<file path="src/rtl/apb_pkg.sv">
`default_nettype none
// +----------------------------------------------------------------------------+
// | Module   : apb_pkg                                                         |
// | Purpose  : Shared APB bus widths, completer FSM state encoding and the     |
// |            default address window / ID constants for the register file.   |
// | Ports    : none (package)                                                  |
// | Revision : 1.0 - initial release                                           |
// +----------------------------------------------------------------------------+
package apb_pkg;

  localparam int APB_ADDR_W = 32;
  localparam int APB_DATA_W = 32;

  localparam logic [APB_ADDR_W-1:0] DEF_BASE_ADDR = 32'h0000_A000;
  localparam logic [APB_DATA_W-1:0] DEF_ID_VALUE  = 32'h1600_0001;

  typedef enum logic [1:0] {
    ST_IDLE  = 2'd0,
    ST_WAIT  = 2'd1,
    ST_READY = 2'd2
  } apb_slv_state_t;

endpackage : apb_pkg
`default_nettype wire

</file>
<file path="src/rtl/apb_slave_regfile_if.sv">
`default_nettype none
// +----------------------------------------------------------------------------+
// | Module   : apb_slave_regfile_if                                            |
// | Purpose  : APB bus bundle shared by requester and completer.               |
// | Ports    : psel, penable, pwrite, paddr, pwdata  (requester -> completer)  |
// |            prdata, pready, pslverr              (completer -> requester)  |
// |            modports: master, slave                                        |
// | Revision : 1.0 - initial release                                           |
// +----------------------------------------------------------------------------+
interface apb_slave_regfile_if;
  import apb_pkg::*;

  logic                  psel;
  logic                  penable;
  logic                  pwrite;
  logic [APB_ADDR_W-1:0] paddr;
  logic [APB_DATA_W-1:0] pwdata;
  logic [APB_DATA_W-1:0] prdata;
  logic                  pready;
  logic                  pslverr;

  modport master (
    output psel, penable, pwrite, paddr, pwdata,
    input  prdata, pready, pslverr
  );

  modport slave (
    input  psel, penable, pwrite, paddr, pwdata,
    output prdata, pready, pslverr
  );

endinterface : apb_slave_regfile_if
`default_nettype wire

</file>
<file path="src/rtl/apb_slave_regbank.sv">
`default_nettype none
// +----------------------------------------------------------------------------+
// | Module   : apb_slave_regbank                                               |
// | Purpose  : Register array behind the APB completer. Index 0 returns the    |
// |            fixed ID, index 1 the 16-bit committed-write counter, the rest  |
// |            are plain read/write registers.                                |
// | Ports    : pclk, preset_n        clock, synchronous active-low reset       |
// |            we, wr_index, wr_data write port (commit at the clock edge)     |
// |            rd_index, rd_data     combinational read port                   |
// | Revision : 1.0 - initial release                                           |
// +----------------------------------------------------------------------------+
module apb_slave_regbank
  import apb_pkg::*;
#(
  parameter int                    NUM_REGS = 8,
  parameter logic [APB_DATA_W-1:0] ID_VALUE = DEF_ID_VALUE
) (
  input  logic                        pclk,
  input  logic                        preset_n,
  input  logic                        we,
  input  logic [$clog2(NUM_REGS)-1:0] wr_index,
  input  logic [APB_DATA_W-1:0]       wr_data,
  input  logic [$clog2(NUM_REGS)-1:0] rd_index,
  output logic [APB_DATA_W-1:0]       rd_data
);

  localparam int IDX_W = $clog2(NUM_REGS);

  // Entries 0 and 1 are never written; their read values come from ID_VALUE
  // and the counter instead.
  logic [APB_DATA_W-1:0] r_regs [NUM_REGS];
  logic [15:0]           r_wr_cnt;
  logic                  w_rw_target;

  // Writes to the ID or counter slots are dropped without an error.
  assign w_rw_target = (32'(wr_index) >= 32'd2);

  always_ff @(posedge pclk) begin
    if (!preset_n) begin
      r_wr_cnt <= '0;
      for (int i = 2; i < NUM_REGS; i++) begin
        r_regs[i] <= '0;
      end
    end else if (we && w_rw_target) begin
      r_regs[wr_index] <= wr_data;
      r_wr_cnt         <= r_wr_cnt + 16'd1;
    end
  end

  always_comb begin
    rd_data = '0;
    if (rd_index == '0) begin
      rd_data = ID_VALUE;
    end else if (rd_index == IDX_W'(1)) begin
      rd_data = {16'h0000, r_wr_cnt};
    end else begin
      rd_data = r_regs[rd_index];
    end
  end

endmodule : apb_slave_regbank
`default_nettype wire

</file>
<file path="src/rtl/apb_slave_regfile.sv">
`default_nettype none
// +----------------------------------------------------------------------------+
// | Module   : apb_slave_regfile                                               |
// | Purpose  : APB completer: decodes a fixed window of NUM_REGS 32-bit        |
// |            registers, inserts WAIT_CYCLES wait states and flags unaligned  |
// |            or out-of-window accesses with pslverr.                         |
// | Ports    : pclk      APB clock                                             |
// |            preset_n  synchronous active-low reset                          |
// |            apb       slave modport (psel/penable/pwrite/paddr/pwdata in,   |
// |                      prdata/pready/pslverr out, all outputs registered)    |
// | Revision : 1.0 - initial release                                           |
// +----------------------------------------------------------------------------+
module apb_slave_regfile
  import apb_pkg::*;
#(
  parameter logic [APB_ADDR_W-1:0] BASE_ADDR   = DEF_BASE_ADDR,
  parameter int                    NUM_REGS    = 8,
  parameter int                    WAIT_CYCLES = 1,
  parameter logic [APB_DATA_W-1:0] ID_VALUE    = DEF_ID_VALUE
) (
  input  logic               pclk,
  input  logic               preset_n,
  apb_slave_regfile_if.slave apb
);

  localparam int IDX_W = $clog2(NUM_REGS);
  localparam int CNT_W = (WAIT_CYCLES > 1) ? $clog2(WAIT_CYCLES) : 1;
  localparam logic [CNT_W-1:0] CNT_LOAD =
    (WAIT_CYCLES > 0) ? CNT_W'(WAIT_CYCLES - 1) : '0;
  localparam logic [APB_ADDR_W-1:0] WINDOW_BYTES = APB_ADDR_W'(NUM_REGS * 4);

  apb_slv_state_t        r_state;
  logic [CNT_W-1:0]      r_cnt;
  logic [IDX_W-1:0]      r_index;
  logic                  r_err;
  logic                  r_write;
  logic [APB_DATA_W-1:0] r_wdata;
  logic [APB_DATA_W-1:0] r_prdata;
  logic                  r_pready;
  logic                  r_pslverr;

  logic [APB_ADDR_W-1:0] w_offset;
  logic                  w_err;
  logic [IDX_W-1:0]      w_index;
  logic [IDX_W-1:0]      w_rd_index;
  logic [APB_DATA_W-1:0] w_rd_data;
  logic                  w_we;

  // Addresses below BASE_ADDR wrap to a huge offset and fall out of range.
  assign w_offset = apb.paddr - BASE_ADDR;
  assign w_err    = (apb.paddr[1:0] != 2'b00) || (w_offset >= WINDOW_BYTES);
  assign w_index  = w_offset[IDX_W+1:2];

  // With zero wait states READY is entered straight from the setup edge, so
  // the read port must see the live decode rather than the latched one.
  assign w_rd_index = (r_state == ST_IDLE) ? w_index : r_index;

  assign w_we = (r_state == ST_READY) && apb.psel && apb.penable &&
                r_write && !r_err;

  apb_slave_regbank #(
    .NUM_REGS (NUM_REGS),
    .ID_VALUE (ID_VALUE)
  ) u_regbank (
    .pclk     (pclk),
    .preset_n (preset_n),
    .we       (w_we),
    .wr_index (r_index),
    .wr_data  (r_wdata),
    .rd_index (w_rd_index),
    .rd_data  (w_rd_data)
  );

  always_ff @(posedge pclk) begin
    if (!preset_n) begin
      r_state   <= ST_IDLE;
      r_cnt     <= '0;
      r_index   <= '0;
      r_err     <= 1'b0;
      r_write   <= 1'b0;
      r_wdata   <= '0;
      r_prdata  <= '0;
      r_pready  <= 1'b0;
      r_pslverr <= 1'b0;
    end else begin
      unique case (r_state)
        ST_IDLE: begin
          r_prdata  <= '0;
          r_pready  <= 1'b0;
          r_pslverr <= 1'b0;
          // A lone penable without a preceding setup is ignored here.
          if (apb.psel && !apb.penable) begin
            r_index <= w_index;
            r_err   <= w_err;
            r_write <= apb.pwrite;
            r_wdata <= apb.pwdata;
            r_cnt   <= CNT_LOAD;
            if (WAIT_CYCLES == 0) begin
              r_state   <= ST_READY;
              r_pready  <= 1'b1;
              r_pslverr <= w_err;
              r_prdata  <= w_err ? '0 : w_rd_data;
            end else begin
              r_state <= ST_WAIT;
            end
          end
        end

        ST_WAIT: begin
          if (!apb.psel) begin
            r_state <= ST_IDLE;
          end else if (r_cnt != '0) begin
            r_cnt <= r_cnt - CNT_W'(1);
          end else if (apb.penable) begin
            r_state   <= ST_READY;
            r_pready  <= 1'b1;
            r_pslverr <= r_err;
            r_prdata  <= r_err ? '0 : w_rd_data;
          end
        end

        ST_READY: begin
          // Completion (psel & penable) or abort (psel low) both end here;
          // the write itself is committed by the bank on this same edge.
          if (!apb.psel || apb.penable) begin
            r_state   <= ST_IDLE;
            r_prdata  <= '0;
            r_pready  <= 1'b0;
            r_pslverr <= 1'b0;
          end
        end

        default: begin
          r_state   <= ST_IDLE;
          r_prdata  <= '0;
          r_pready  <= 1'b0;
          r_pslverr <= 1'b0;
        end
      endcase
    end
  end

  assign apb.prdata  = r_prdata;
  assign apb.pready  = r_pready;
  assign apb.pslverr = r_pslverr;

endmodule : apb_slave_regfile
`default_nettype wire

</file>
<file path="src/flat_wrapper.sv">
// flat-port wrapper written by rule: the top's interface ports become plain ports
module apb_slave_regfile_flat import apb_pkg::*;
#(
  parameter logic [APB_ADDR_W-1:0] BASE_ADDR   = DEF_BASE_ADDR,
  parameter int                    NUM_REGS    = 8,
  parameter int                    WAIT_CYCLES = 1,
  parameter logic [APB_DATA_W-1:0] ID_VALUE    = DEF_ID_VALUE
)
  (pclk, preset_n, apb_psel, apb_penable, apb_pwrite, apb_paddr, apb_pwdata, apb_prdata, apb_pready, apb_pslverr);
  apb_slave_regfile_if apb_i ();
  input  logic pclk;
  input  logic preset_n;
  input wire logic [$bits(apb_i.psel)-1:0] apb_psel;
  input wire logic [$bits(apb_i.penable)-1:0] apb_penable;
  input wire logic [$bits(apb_i.pwrite)-1:0] apb_pwrite;
  input wire logic [$bits(apb_i.paddr)-1:0] apb_paddr;
  input wire logic [$bits(apb_i.pwdata)-1:0] apb_pwdata;
  output wire logic [$bits(apb_i.prdata)-1:0] apb_prdata;
  output wire logic [$bits(apb_i.pready)-1:0] apb_pready;
  output wire logic [$bits(apb_i.pslverr)-1:0] apb_pslverr;
  assign apb_i.psel = apb_psel;
  assign apb_i.penable = apb_penable;
  assign apb_i.pwrite = apb_pwrite;
  assign apb_i.paddr = apb_paddr;
  assign apb_i.pwdata = apb_pwdata;
  assign apb_prdata = apb_i.prdata;
  assign apb_pready = apb_i.pready;
  assign apb_pslverr = apb_i.pslverr;
  apb_slave_regfile #(.BASE_ADDR(BASE_ADDR), .NUM_REGS(NUM_REGS), .WAIT_CYCLES(WAIT_CYCLES), .ID_VALUE(ID_VALUE)) u_core (.pclk(pclk), .preset_n(preset_n), .apb(apb_i));
endmodule
</file>
<file path="config.mk">
export PLATFORM = sky130hd
export DESIGN_NAME = apb_slave_regfile_flat
export DESIGN_NICKNAME = d
export VERILOG_FILES = /design/src/rtl/apb_pkg.sv /design/src/rtl/apb_slave_regfile_if.sv /design/src/rtl/apb_slave_regbank.sv /design/src/rtl/apb_slave_regfile.sv /design/src/flat_wrapper.sv
export SDC_FILE = /design/constraint.sdc
export NUM_CORES = 1
export LEC_CHECK = 0
export ABC_CLOCK_PERIOD_IN_PS = 4550
export CORE_UTILIZATION = 50
export CTS_BUF_LIST = sky130_fd_sc_hd__clkbuf_8 sky130_fd_sc_hd__clkbuf_16
export CTS_CLUSTER_SIZE = 30
export DETAILED_ROUTE_END_ITERATION = 10
export PLACE_DENSITY = 0.82
export SKIP_CTS_REPAIR_TIMING = 1
export SLEW_MARGIN = 20
export SYNTH_ARGS = -nofsm -noshare
export SYNTH_HDL_FRONTEND = slang
export SYNTH_SLANG_ARGS = --single-unit
</file>
<file path="constraint.sdc">
create_clock -name pclk -period 4.55 [get_ports pclk]
set_clock_uncertainty 0.05 [all_clocks]
set_input_delay 0.91 -clock pclk [delete_from_list [all_inputs] [get_ports pclk]]
set_output_delay 0.91 -clock pclk [all_outputs]
set_load 0.005 [all_outputs]
</file>
==> results of run 1 <==
stage by stage:
step                      instances  TNS [ns]
final                          1527         0
after global routing           1527         0
after CTS                      1527         0
after detailed placement       1473         0
after global placement         1473         0
after floorplan                1105     -3.29
layout make-up:
| type | instances | share of cell area [%] |
|---|---|---|
| Sequential cell | 281 | 50.9 |
| Multi-Input combinational cell | 723 | 30.9 |
| Timing Repair Buffer | 136 | 8.82 |
| Clock buffer | 33 | 5.41 |
| Tap cell | 324 | 2.73 |
| Clock inverter | 21 | 0.987 |
| Inverter | 9 | 0.228 |
cells by family (layout without fill, tap and decap cells):
group	Yosys count	count (layout)	share of synthesized area, %
simple gates	424	424	19.0
flops	281	281	60.2
compound gates	249	249	13.4
buf+inv	101	199	3.50
mux	33	33	2.67
xor+xnor	15	15	1.05
fa+ha+maj	2	2	0.199
final timing paths:
| kind | start | endpoint | cells past startpoint |
|---|---|---|---|
| max | apb_penable | u_core.u_regbank.r_regs[3][12] | 8 |
| min | u_core.apb.prdata[20] | u_core.apb.prdata[20] | 1 |
| max reg2reg | u_core.r_state[1] | u_core.apb.prdata[13] | 7 |
| min reg2reg | u_core.apb.prdata[20] | u_core.apb.prdata[20] | 1 |
layer usage:
metal  vias to the layer above  track usage [%]  wire (um)
met5                         -                0          0
met2                       447             41.3      15300
met1                      4422             31.2      12400
met4                         0             8.10        819
li1                       4249                -          -
met3                        54             4.00       2630
flip-flops by register name, indices dropped and copies added (netlist names):
signal and count:
u_core.apb.pready 1, u_core.r_index 3, u_core.u_regbank.r_wr_cnt 16, u_core.r_err 1, u_core.apb.pslverr 1, u_core.r_state 2, u_core.r_write 1, u_core.u_regbank.r_regs 192
u_core.apb.prdata 32, u_core.r_wdata 32
critical path, stage by stage:
cell and delay, ns:
clkdlybuf4s50_1 0.67, nand2_2 0.19, nor4_4 0.33, buf_4 0.27, and4b_1 0.29, nand2_1 0.07
nand2_1 0.33, buf_12 0.26
where the power goes:
group	internal [W]	leakage, nW	switching [W]
clock	0.00133	0.490	0.000975
sequential	0.00280	2.69	0.0000490
combinational	0.000158	2.68	0.000242
total	0.00428	5.86	0.00127
cells in the mapped netlist, types with 3 or more instances:
cell type / n / area [um2]
nand4_1: 9 / 56.3
mux2i_1: 31 / 310
a211oi_1: 31 / 233
o21ai_0: 56 / 280
o21ai_2: 3 / 26.3
nor4_1: 7 / 43.8
o31ai_1: 3 / 22.5
a2bb2oi_1: 13 / 114
a31oi_1: 5 / 31.3
nand3_1: 6 / 30.0
o21ai_1: 13 / 65.1
a21boi_1: 6 / 45.0
clkbuf_1: 51 / 191
clkbuf_2: 6 / 30.0
and3_1: 165 / 1030
inv_1: 9 / 33.8
or3_1: 3 / 18.8
xnor2_1: 14 / 123
o31a_1: 3 / 26.3
dfxtp_1: 89 / 1780
nor2_1: 21 / 78.8
a32o_1: 28 / 280
a21boi_0: 35 / 263
buf_4: 4 / 30.0
and2_1: 79 / 494
buf_2: 30 / 150
nand2_1: 104 / 390
a21oi_1: 45 / 225
nand2b_1: 3 / 18.8
edfxtp_1: 192 / 5770
nor3_1: 6 / 30.0
==> metrics.csv, run 1 <==
metric,value,unit
DR vias,9172,
Worst Path Max Fanout,25,
H-Tree Depth,1,
Antenna diodes,0,
Final ANT Viol Nets,0,
max_cap viols,0,
"Distinct cells, synth",58,
CTS Buffer Depth,3,
top_reg_cell synth,edfxtp_1,
share of cells above drive strength 1,8.40,%
PortBufs,102,
Nets,1251,
detailed-route vias per instance,6.01,
Worst-path clk slew,0.06,ns
vias in the first global route,9238,
final setup violation count,0,
cells after synthesis,1105,
Filler Cell Count,1846,
Final Total Pwr,0.00555,W
first-pass GRT wire length,49000,um
Die H,160,um
GP Congestion,0.807,
fmax,316,MHz
pwr dens,374,mW/mm2
GRT Residual Overflow,0,
Slew HR,28.9,%
row cnt,57,
"Req. time, crit path",4.74,ns
Ports,103,
Core Box Area,0.0245,mm2
footprint of the multi-input gates,0.00459,mm2
syn nets,1176,
hpwl dp,18600,um
most frequent cells in the layout,"192 x edfxtp_1, 165 x and3_1, 104 x nand2_1",
Yosys warnings,0,
"EDFF count, synth",192,
CTS tree,done,
Tmin final,3.16,ns
Hold Slack,0.417,ns
DRT Pass-1 Iters,5,
DP Worst Slack,0.853,ns
routed length per placed instance,20.4,um
Finished Core Util,60.6,%
Critical Path AT,3.35,ns
"most common cell after layout, fill and taps aside",edfxtp_1,
dpl cell area,0.0139,mm2
fin. max-slew vios,0,
synthesized cell area,0.0125,mm2
Final Cell Area,0.0148,mm2
total track usage,24.2,%
drt total wl,31100,um
Inserted Clock Buffers,29,
1st-iter DRT viols,1021,
CP endpoint kind,register,
share of flip-flops with an asynchronous set or reset,0,%
clk sinks,281,
CP Launch Type,input port,
DRC viols,0,
Worst Max-Slew Pin Slew,1.07,ns
RSZ-0062 raised after global routing,false,
Pleak,5.86,nW
HP Class,register to register,
fin crit share,69.4,%
Syn Area/Cell,11.4,um2
initial antenna violation count,0,
"Clk Latency, worst-skew pair",0.54,ns
largest net degree at the start of global routing,72,
Area Growth Syn to Fin,18.2,%
sequential area share after synthesis,60.2,%
Clock Tree Root,clkbuf_16,
die span in x,160,um
sequential cell area,0.00755,mm2
r2r setup slk,1.66,ns
status,completed,
"Hold Vio Cnt, Final",0,
Die Area,0.0257,mm2
synthesized flop and latch total,281,
Starting Density,51.3,%
crit path kind,input port to register,
fin worst setup slack,1.39,ns
maximum vdd drop,0.258,mV
No activity file was read; power rests on OpenSTA's default activity.
==> inputs of run 2 (changes only) <==
Settings changed: ABC_CLOCK_PERIOD_IN_PS 4550 to 3040, PLACE_DENSITY 0.82 to 0.79.
Clock period 4.55 ns to 3.04 ns, I/O delays scaled along.
==> run 2 against run 1 <==
  * Power grew 49%
  * Die area is the same
  * First-iteration DRC count shrank 30%
  * Cell area grew 1.4%
  * Cell count grew 1.2%
  * Non-clock buffer count grew 20
  * Worst hold slack gained 0.00078 ns
  * Via count grew 1.8%
  * Setup slack lost 0.87 ns
  * Clock power grew 48%
  * Register-to-register slack lost 1.1 ns
  * Sequential share of layout area shrank 0.69 points
  * Critical path type unchanged
==> metrics.csv, run 2 (same netlist as run 1, synthesis figures left out) <==
metric,value,unit
status,completed,
DR WL met3,2700,um
DRC viols,0,
Inserted Clock Buffers,29,
GRT Residual Overflow,0,
Critical Path AT,2.90,ns
Die H,160,um
Starting Density,51.3,%
maximum vdd drop,0.434,mV
Met2 Wirelength,15600,um
CP endpoint kind,register,
Clock Tree Root,clkbuf_16,
Crit path depth,8,
total track usage,24.5,%
Ports,103,
DP Worst Slack,0.126,ns
Tmin final,2.52,ns
DRT Pass-1 Iters,5,
FF-to-FF path depth,7,
routed length per placed instance,20.6,um
1st-iter DRT viols,714,
vias in the first global route,9266,
fin worst setup slack,0.520,ns
CP max stage delay,0.55,ns
Filler Cell Count,1919,
"Clk Latency, worst-skew pair",0.54,ns
die span in x,160,um
"Hold Vio Cnt, Final",0,
share of cells above drive strength 1,9.66,%
Worst Max-Slew Pin Slew,0.671,ns
H-Tree Depth,1,
hpwl dp,19400,um
"most common cell after layout, fill and taps aside",edfxtp_1,
detailed-route vias per instance,6.04,
Worst Path Max Fanout,35,
Final ANT Viol Nets,0,
initial antenna violation count,0,
fmax,397,MHz
fin crit share,82.9,%
Final Total Pwr,0.00829,W
Area Growth Syn to Fin,19.9,%
HP Class,register to register,
Die Area,0.0257,mm2
PortBufs,102,
max FFs per register,192,
Antenna diodes,0,
Min-Delay Path Depth,1,
crit-path cells,"clkdlybuf4s50_1, or3b_1, buf_4, buf_4, a21oi_1, a2bb2oi_1, o21ai_0, a32o_1",
fin. max-slew vios,0,
Core Box Area,0.0245,mm2
drt total wl,31800,um
DR vias,9341,
Slew HR,54.9,%
CTS Buffer Depth,3,
max_cap viols,0,
Worst-path clk slew,0.06,ns
CTS tree,done,
"delay-heaviest family, CP",buffers and inverters,
row cnt,57,
"Req. time, crit path",3.42,ns
crit path kind,input port to register,
buffer and inverter count on the worst path,3,
CP Launch Type,input port,
clk sinks,281,
highest routed layer,met4,
GP Congestion,0.794,
most frequent cells in the layout,"192 x edfxtp_1, 165 x and3_1, 104 x nand2_1",
largest net degree at the start of global routing,43,
routed length on met1,12900,um
first-pass GRT wire length,49700,um
critical path's most frequent cell,buf_4,
Top reg by flops,u_core.u_regbank.r_regs,
slowest library cell on the worst path,clkdlybuf4s50_1,
pwr dens,551,mW/mm2
final setup violation count,0,
Nets,1271,
Pleak,5.97,nW
RSZ-0062 raised after global routing,false,
[run 2: cell types whose count changed in the layout (fill, tap and decap cells not counted)]
cell,delta
buf_4,+13
buf_12,+7
clkinvlp_4,+4
clkinv_4,-3
inv_1,+3
clkbuf_16,-2
inv_4,-2
bufinv_16,+1
clkinv_1,-1
inv_8,-1
[run 2: worst register-to-register path, cell delays in order, from the launching register on]
cell,delay (ns)
dfxtp_1,0.47
or3b_1,0.51
buf_4,0.27
buf_4,0.26
a21oi_1,0.18
a2bb2oi_1,0.21
o21ai_0,0.12
a32o_1,0.27
[run 2: area by class of cell]
| cell class | instances | area, um2 | area share, % |
|---|---|---|---|
| multi-input combinational | 723 | 4590 | 30.5 |
| clock buffer | 31 | 753 | 5.01 |
| timing repair buffer | 156 | 1550 | 10.3 |
| tap | 324 | 405 | 2.70 |
| sequential | 281 | 7550 | 50.2 |
| inverter | 9 | 33.8 | 0.225 |
| clock inverter | 22 | 164 | 1.09 |
[run 2: final timing paths]
path,slack (ns),end,start
max reg2reg,0.59,u_core.apb.prdata[31],u_core.r_state[1]
min,0.42,u_core.apb.prdata[18],u_core.apb.prdata[18]
max,0.52,u_core.apb.prdata[31],apb_paddr[3]
min reg2reg,0.42,u_core.apb.prdata[18],u_core.apb.prdata[18]
[run 2: layer usage]
metal	global-route usage, %	vias up
met2	42.3	440
met5	0	-
met1	32.4	4556
li1	-	4293
met3	3.10	52
met4	6.88	0
[run 2: report_power, final]
| part | switching (W) | internal, W | leakage, nW |
|---|---|---|---|
| clock network | 0.00145 | 0.00195 | 0.468 |
| registers | 0.0000703 | 0.00419 | 2.69 |
| logic | 0.000367 | 0.000266 | 2.81 |
[run 2: through the flow]
step                      utilization [%]  hold WS [ns]  cell area (um2)  TNS (ns)  std cells
after floorplan                         -         0.394            12500    -26.08       1105
after global placement               57.7         0.402            14100         0       1493
after detailed placement             57.7         0.410            14100         0       1493
after CTS                            61.5         0.420            15000         0       1546
after global routing                 61.5         0.439            15000         0       1546
final                                61.5         0.418            15000         0       1546
==> inputs of run 3 (changes only) <==
Settings changed: ABC_CLOCK_PERIOD_IN_PS 3040 to 2300, PLACE_DENSITY 0.79 to 0.82.
Clock period 3.04 ns to 2.3 ns, I/O delays scaled along.
==> run 3 against run 2 <==
  * Setup slack worse by 0.39 ns
  * Combinational power up 46%
  * Worst hold slack worse by 0.17 ns
  * Register-to-register slack worse by 0.46 ns
  * Power up 34%
  * Largest cell class unchanged
==> metrics.csv, run 3 (same netlist as run 1, synthesis figures left out) <==
metric,value,unit
clock share of power,41.1,%
GRT Residual Overflow,0,
dpl cell area,0.0146,mm2
Core Box Area,0.0245,mm2
HP Class,input port to register,
Finished Core Util,63.7,%
buffer and inverter count on the worst path,1,
die span in x,160,um
Top reg by flops,u_core.u_regbank.r_regs,
Critical Path AT,2.36,ns
fin. max-slew vios,0,
DRT Pass-1 Iters,5,
row cnt,57,
Hold Slack,0.252,ns
combinational cell fraction of total power,8.3,%
fin worst setup slack,0.133,ns
Inserted Clock Buffers,29,
detailed-route vias per instance,5.98,
"Req. time, crit path",2.49,ns
PortBufs,102,
CP endpoint kind,register,
CP Launch Type,register,
Pleak,6.25,nW
CTS tree,done,
sequential group share of total power,50.6,%
"most common cell after layout, fill and taps aside",edfxtp_1,
DR vias,9454,
crit path kind,register to register,
first-pass GRT wire length,49900,um
Worst Max-Slew Pin Slew,0.508,ns
vias in the first global route,9383,
fmax,461,MHz
final setup violation count,0,
Final Cell Area,0.0156,mm2
Antenna diodes,0,
routed length on met1,12700,um
Nets,1307,
Starting Density,51.3,%
largest net degree at the start of global routing,46,
"Hold Vio Cnt, Final",0,
Final ANT Viol Nets,0,
P_sw,0.00246,W
Worst Path Max Fanout,14,
share of cells above drive strength 1,12.8,%
total track usage,24.8,%
DP Worst Slack,-0.314,ns
clk sinks,281,
max_cap viols,0,
crit-path cells,"nand3b_1, nor4_4, and4_1, nand2_1, nand2_4, buf_12",
hpwl dp,20300,um
pwr dens,714,mW/mm2
GP Congestion,0.833,
"delay-heaviest family, CP",simple AND/OR/NAND/NOR gates,
"Clk Latency, worst-skew pair",0.54,ns
slowest library cell on the worst path,nor4_4,
Clock Tree Root,clkbuf_16,
initial antenna violation count,0,
drt total wl,31900,um
1st-iter DRT viols,991,
Worst-path clk slew,0.06,ns
routed length per placed instance,20.2,um
CP max stage delay,0.41,ns
Slew HR,65.2,%
most frequent cells in the layout,"192 x edfxtp_1, 165 x and3_1, 102 x nand2_1",
DR WL met3,2540,um
maximum vdd drop,0.636,mV
setup TNS,0,ns
Die Area,0.0257,mm2
switching part of the total,22.2,%
Met2 Wirelength,15600,um
status,completed,
DRC viols,0,
CTS Buffer Depth,3,
H-Tree Depth,1,
Ports,103,
fin crit share,94.2,%
Die H,160,um
max FFs per register,192,
RSZ-0062 raised after global routing,false,
total internal power,0.00865,W
Tmin final,2.17,ns
highest routed layer,met4,
Area Growth Syn to Fin,24.1,%
## run 3: cell count changes in the layout (fill, tap and decap cells not counted), moves of 3 or more
| cell | before | now |
|---|---|---|
| clkinv_2 | 7 | 10 |
| buf_12 | 10 | 25 |
| dfxtp_1 | 89 | 86 |
| clkinvlp_4 | 4 | 0 |
| dfxtp_2 | 0 | 3 |
| nand2_4 | 1 | 4 |
| clkbuf_8 | 2 | 6 |
| buf_4 | 44 | 65 |
## run 3: worst paths after layout
kind	start	end	slack (ns)	cells after the start
worst max-delay path	u_core.r_state[0]	u_core.u_regbank.r_regs[7][23]	0.13	6
worst min-delay path	preset_n	u_core.apb.pslverr	0.25	2
worst max register to register	u_core.r_state[0]	u_core.u_regbank.r_regs[7][23]	0.13	6
worst min register to register	u_core.apb.prdata[19]	u_core.apb.prdata[19]	0.42	1
## run 3: power groups by stage
stage	clock network, W	registers [W]	logic (W)
3_3_place_gp	0	0.00572	0.000891
5_1_grt	0.00481	0.00564	0.000995
3_5_place_dp	0	0.00573	0.000915
6_report	0.00457	0.00562	0.000923
4_1_cts	0.00459	0.00562	0.000920
2_1_floorplan	0	0.00569	0.000468
## run 3: metrics by stage
stage               total power [W]  instances
floorplan                   0.00616       1105
global placement            0.00661       1529
detailed placement          0.00664       1529
CTS                          0.0111       1582
global route                 0.0114       1582
finish                       0.0111       1582
## run 3: metal layers
layer / global-route usage, % / vias up
li1: - / 4364
met2: 42.2 / 432
met3: 3.56 / 73
met1: 31.8 / 4585
met5: 0 / -
met4: 9.96 / 0
## run 3: final cells by class
| class | instances | area (um2) |
|---|---|---|
| timing repair buffer | 192 | 2000 |
| tap | 324 | 405 |
| multi-input combinational | 723 | 4640 |
| inverter | 9 | 33.8 |
| clock inverter | 18 | 133 |
| fill | 1840 | 8890 |
| sequential | 281 | 7550 |
| clock buffer | 35 | 808 |
